<file path="src/rtl/imem_fetch_sequencer.sv">
// imem_fetch_sequencer: fetch controller for a byte-wide instruction memory.
// It reads four bytes per word and assembles them big-endian. The finished
// word is handed to decode over a valid/ready handshake. Redirects reload
// the PC, and an unaligned redirect parks the block in a sticky error state.
module imem_fetch_sequencer #(
    parameter int          MEM_BYTES = 256,
    parameter logic [31:0] RESET_PC  = 32'h0000_0000,
    parameter int          CNT_W     = 16
) (
    input  logic             clk,
    input  logic             rst_n,
    input  logic             fetch_en,
    output logic [31:0]      mem_addr,
    input  logic [7:0]       mem_rdata,
    input  logic             redirect_valid,
    input  logic [31:0]      redirect_pc,
    output logic             instr_valid,
    input  logic             instr_ready,
    output logic [31:0]      instr,
    output logic [31:0]      instr_pc,
    output logic             busy,
    output logic             misalign_err,
    output logic [CNT_W-1:0] word_count
);

    // PC is held modulo MEM_BYTES, so narrow registers give the wrap for free
    localparam int             AW       = $clog2(MEM_BYTES);
    localparam logic [AW-1:0]  RST_PC   = RESET_PC[AW-1:0];
    localparam logic [AW-1:0]  PC_STEP  = AW'(32'd4);

    typedef enum logic [1:0] {
        IDLE  = 2'd0,
        FETCH = 2'd1,
        HOLD  = 2'd2,
        ERR   = 2'd3
    } state_t;

    state_t             state_q, state_d;
    logic [AW-1:0]      pc_q, pc_d;
    logic [1:0]         byte_cnt_q, byte_cnt_d;
    logic [31:0]        instr_q, instr_d;
    logic [AW-1:0]      instr_pc_q, instr_pc_d;
    logic               instr_valid_q, instr_valid_d;
    logic               misalign_err_q, misalign_err_d;
    logic [CNT_W-1:0]   word_count_q, word_count_d;

    logic               handshake_s;
    logic               redirect_ok_s;
    logic               redirect_bad_s;
    logic [AW-1:0]      addr_s;
    logic               unused_s;

    assign handshake_s    = (state_q == HOLD) && instr_valid_q && instr_ready;
    assign redirect_ok_s  = redirect_valid && (state_q != ERR) && (redirect_pc[1:0] == 2'b00);
    assign redirect_bad_s = redirect_valid && (state_q != ERR) && (redirect_pc[1:0] != 2'b00);
    assign addr_s         = pc_q + {{(AW-2){1'b0}}, byte_cnt_q};
    assign unused_s       = ^redirect_pc[31:AW];

    // State and datapath registers; reset drops any partially assembled word
    always_ff @(posedge clk or negedge rst_n) begin
        if (!rst_n) begin
            state_q        <= IDLE;
            pc_q           <= RST_PC;
            byte_cnt_q     <= 2'd0;
            instr_q        <= 32'h0000_0000;
            instr_pc_q     <= '0;
            instr_valid_q  <= 1'b0;
            misalign_err_q <= 1'b0;
            word_count_q   <= '0;
        end else begin
            state_q        <= state_d;
            pc_q           <= pc_d;
            byte_cnt_q     <= byte_cnt_d;
            instr_q        <= instr_d;
            instr_pc_q     <= instr_pc_d;
            instr_valid_q  <= instr_valid_d;
            misalign_err_q <= misalign_err_d;
            word_count_q   <= word_count_d;
        end
    end

    // Next-state logic; a redirect overrides every other transition outside ERR
    always_comb begin
        state_d = state_q;
        case (state_q)
            IDLE:    if (fetch_en) state_d = FETCH; else state_d = IDLE;
            FETCH:   if (byte_cnt_q == 2'd3) state_d = HOLD; else state_d = FETCH;
            HOLD: begin
                if (handshake_s) begin
                    if (fetch_en) state_d = FETCH; else state_d = IDLE;
                end else begin
                    state_d = HOLD;
                end
            end
            ERR:     state_d = ERR;
            default: state_d = IDLE;
        endcase
        if (redirect_bad_s) begin
            state_d = ERR;
        end else if (redirect_ok_s) begin
            if (fetch_en) state_d = FETCH; else state_d = IDLE;
        end else begin
            state_d = state_d;
        end
    end

    // Datapath updates: byte capture, handover, PC advance and redirect handling
    always_comb begin
        pc_d           = pc_q;
        byte_cnt_d     = byte_cnt_q;
        instr_d        = instr_q;
        instr_pc_d     = instr_pc_q;
        instr_valid_d  = instr_valid_q;
        misalign_err_d = misalign_err_q;
        word_count_d   = word_count_q;

        // the handshake counts even when a redirect lands in the same cycle
        if (handshake_s) begin
            word_count_d  = word_count_q + {{(CNT_W-1){1'b0}}, 1'b1};
            instr_valid_d = 1'b0;
            pc_d          = pc_q + PC_STEP;
        end else begin
            word_count_d  = word_count_q;
        end

        if (redirect_bad_s) begin
            // pc and byte_cnt stay put so mem_addr freezes in ERR
            misalign_err_d = 1'b1;
            instr_valid_d  = 1'b0;
            pc_d           = pc_q;
        end else if (redirect_ok_s) begin
            pc_d          = redirect_pc[AW-1:0];
            byte_cnt_d    = 2'd0;
            instr_valid_d = 1'b0;
        end else if (state_q == FETCH) begin
            case (byte_cnt_q)
                2'd0:    instr_d[31:24] = mem_rdata;
                2'd1:    instr_d[23:16] = mem_rdata;
                2'd2:    instr_d[15:8]  = mem_rdata;
                2'd3:    instr_d[7:0]   = mem_rdata;
                default: instr_d        = instr_q;
            endcase
            byte_cnt_d = byte_cnt_q + 2'd1;
            if (byte_cnt_q == 2'd3) begin
                instr_valid_d = 1'b1;
                instr_pc_d    = pc_q;
            end else begin
                instr_valid_d = instr_valid_q;
            end
        end else begin
            byte_cnt_d = byte_cnt_q;
        end
    end

    // Output decode straight from the registers
    always_comb begin
        mem_addr     = {{(32-AW){1'b0}}, addr_s};
        instr        = instr_q;
        instr_pc     = {{(32-AW){1'b0}}, instr_pc_q};
        instr_valid  = instr_valid_q;
        misalign_err = misalign_err_q;
        word_count   = word_count_q;
        case (state_q)
            FETCH:   busy = 1'b1;
            HOLD:    busy = 1'b1;
            default: busy = 1'b0;
        endcase
    end

endmodule

</file>
<file path="config.mk">
export PLATFORM = sky130hd
export DESIGN_NAME = imem_fetch_sequencer
export DESIGN_NICKNAME = d
export VERILOG_FILES = /design/src/rtl/imem_fetch_sequencer.sv
export SDC_FILE = /design/constraint.sdc
export NUM_CORES = 1
export LEC_CHECK = 0
export BUFFER_PORTS_ARGS = -buffer_cell sky130_fd_sc_hd__buf_2
export CORE_MARGIN = 5
export CORE_UTILIZATION = 43
export DETAILED_ROUTE_END_ITERATION = 8
export PLACE_DENSITY_LB_ADDON = 0.15
export SYNTH_ARGS = -nofsm -noshare
export SYNTH_HDL_FRONTEND = slang
export SYNTH_SLANG_ARGS = --single-unit
</file>
<file path="constraint.sdc">
create_clock -name clk -period 1.86 [get_ports clk]
set_clock_uncertainty 0.15 [all_clocks]
set_input_delay 0.093 -clock clk [delete_from_list [all_inputs] [get_ports clk]]
set_output_delay 0.093 -clock clk [all_outputs]
set_load 0.02 [all_outputs]
</file>
==> flow_summary.yaml <==
logic_synthesis:
  syn_area_per_cell_um2: 12.1
  ys_async_sr_fraction_pct: 100
  netlist_area_mm2: 0.00355
  ys_types: 44
  ys.flop_type: "dfrtp_1"
  synth_seq_cells: 70
  synthCells: 293
  synth_warnings: 0
  synth_edf_count: 0
  yosysSeqAreaShare_pct: 49.4
drt:
  via_count: 2408
  drtAntennaViolNets: 0
  postRouteWirelength_um: 7600
  via_per_inst: 4.56
  drtIter0Drc: 66
  drtPass1Iterations: 5
  drc: 0
  avgRoutedWirePerCell_um: 14.4
timing:
  tightest_slew_ps: 495
  slew_headroom_pct: 66.7
  fin_crit_sh_pct: 109
  whs_ps: 37.4
  grt_setup_unrepaired: "true"
  fmax_mhz: 494
  slew_viol_final: 0
  hold_viol: 0
  finalCriticalPeriod_ps: 2020
  setup_viol: 7
  setup_ws_ps: -163
cells_and_area:
  diodes: 0
  layout.nets: 476
  area_growth_pct: 27.1
  layout-drive-gt1-share_pct: 42.6
  nFillCells: 716
  final_cell_count_no_fill: 528
min_path:
  hold_path_class: "primary input to flip-flop"
placed_design:
  dp_hpwl_um: 5470
  place.gp.congestion: 0.799
  portBuffers: 87
  dp_cells: 490
outcome:
  status: "finished, violations left"
  failed_checks: "setup timing"
job:
  maxCapViolCount: 0
pwr:
  p_per_area_mw_per_mm2: 1450
  leakagePower_uw: 0.00226
  peakVddDrop_mv: 0.826
floorplan:
  start_util_pct: 43.6
  die_w_um: 101
  die_h_um: 101
  io_pins: 160
  rows: 33
  core_mm2: 0.00813
  dieArea_mm2: 0.0102
setup_path:
  path_cells: "ha_2 -> inv_2 -> fa_2 -> nand2b_4 -> xnor2_2 -> buf_4"
  start_kind: "flip-flop"
  arrival_ps: 1780
  cp.required_ps: 1620
  path_class: "flip-flop to output pin"
  crit_slowest_cell: "dfrtp_1"
  critPathMaxStageDelay_ps: 370
  crit_path_max_fanout: 3
  crit_path_end_kind: "output pin"
  regToRegSetupSlack_ps: 40
clock_tree:
  cts.reportedPaths.clkPinSlew_ps: 80
  cts_buffers: 9
  cts.sinks: 70
  clk_latency_ps: 350
  cts_tree: "built"
  clockRootBuffer: "clkbuf_8"
  h-tree-depth: 3
  clock_path_buffers: 2
grt:
  grt_max_degree: 49
  groute.usage.overall_pct: 15.4
  grt_pass1_wl_um: 12100
  gr-total-overflow: 0
  grt_antenna_before_repair: 0
  first_global_vias: 2400
-- power by group --
part           internal (uW)  switching [uW]
registers               2070             370
clock network            511             659
logic                   1260            1660
total                   3840            2690
-- worst max-delay path: cells and delay by family (launching register included) --
| kind | cells | cell delay [ps] |
|---|---|---|
| AND/OR/NAND/NOR | 1 | 160 |
| adder cells (fa/ha/maj) | 2 | 570 |
| buffers and inverters | 2 | 200 |
| XOR/XNOR | 1 | 130 |
| flip-flops | 1 | 370 |
-- through the flow --
step / total power, uW / TNS, ps / cell area [um^2] / worst slack [ps] / utilization, %
floorplan: 4330 / 0 / 3720 / 50.1 / -
global placement: 5150 / 0 / 4010 / 53.2 / 49.3
detailed placement: 5210 / -2.38 / 4010 / -2.38 / 49.3
CTS: 6530 / -941 / 4460 / -165 / 54.8
global route: 7000 / -1290 / 4510 / -249 / 55.4
finish: 6530 / -656 / 4510 / -163 / 55.4
-- synth_stat cells, drive strengths merged, types with 4 or more instances --
library cell   n  area [um^2]
nand3         10         77.6
ha            12          150
nand2b         6         45.0
inv            9         33.8
xor2           5         43.8
buf           53          400
nand2         14         52.6
dfrtp         70         1750
a21oi          5         25.0
nand4          4         25.0
and3           6         38.8
nor2          10         47.6
mux2          40          450
nor3           7         62.6
xnor2         17          149
-- what timing repair did --
action / 4_1_cts / 5_1_grt
gates resized for setup: 14 / 14
endpoints found under the setup margin: 9 / 34
buffers inserted: 4 / 0
hold endpoints to repair: 111 / 0
hold buffers: 18 / 0
pin swaps: 2 / 4
-- cell usage in the layout, fill, tap and decap left out, types with 3 or more instances in the layout --
cell	Yosys	final
ha_2	0	3
buf_4	49	18
inv_6	0	3
dlygate4sd3_1	0	18
buf_12	0	3
clkbuf_8	0	9
inv_2	0	3
nand2b_1	5	4
xor2_1	5	5
ha_1	12	8
a211oi_1	3	3
nand4_1	4	4
mux2_2	35	35
and4_1	3	3
nor2_1	8	7
dfrtp_1	70	68
xnor2_1	17	15
nand3_1	6	6
o21ai_0	3	3
a21oi_1	5	4
inv_1	9	6
and3_1	5	5
nand2_1	14	14
conb_1	1	48
nand3_4	1	3
mux2_1	5	5
buf_2	2	80
nor3_1	4	4
-- worst paths after layout --
check / start / endpoint / cells after the start
max in group asynchronous: rst_n / instr_pc_q[0] / 3
min in group asynchronous: rst_n / word_count[2] / 3
max: byte_cnt_q[0] / mem_addr[4] / 6
max reg2reg: state_q[1] / pc_q[4] / 5
min reg2reg: word_count[15] / word_count[15] / 1
min: redirect_pc[0] / pc_q[3] / 4
-- cells by family after synthesis --
family | count (synthesis) | share of synthesized area, %
AO/OA/AOI/OAI | 21 | 4.06
XOR/XNOR | 22 | 5.43
adder cells (fa/ha/maj) | 13 | 4.80
buffers and inverters | 62 | 12.2
flip-flops | 70 | 49.4
multiplexers | 40 | 12.7
other | 1 | 0.106
AND/OR/NAND/NOR | 64 | 11.3
-- cell type report --
cell class / instances / area (um^2) / share of cell area, %
clock buffers: 9 / 124 / 2.75
clock inverters: 7 / 62.6 / 1.39
inverters: 9 / 33.8 / 0.750
multi-input cells: 208 / 1610 / 35.8
flip-flops and latches: 70 / 1750 / 38.9
well taps: 105 / 131 / 2.92
repair buffers: 120 / 787 / 17.5
-- per-layer routing --
| metal | GRT usage, % | vias to the layer above | share of wire (%) | wire, um |
|---|---|---|---|---|
| met1 | 19.9 | 1163 | 43 | 3270 |
| met4 | 5.08 | 0 | 1.1 | 83 |
| met2 | 24.2 | 79 | 48 | 3640 |
| li1 | - | 1158 | - | - |
| met5 | 0 | - | 0 | 0 |
| met3 | 5.40 | 8 | 7.9 | 604 |
-- sequential cells by signal, summed over array words and instances (netlist names) --
register and flops:
state_q 2, instr_pc_q 8, misalign_err 1, instr_valid 1, byte_cnt_q 2, pc_q 8
word_count 16, instr 32
Power figures use the tool's default switching activity.
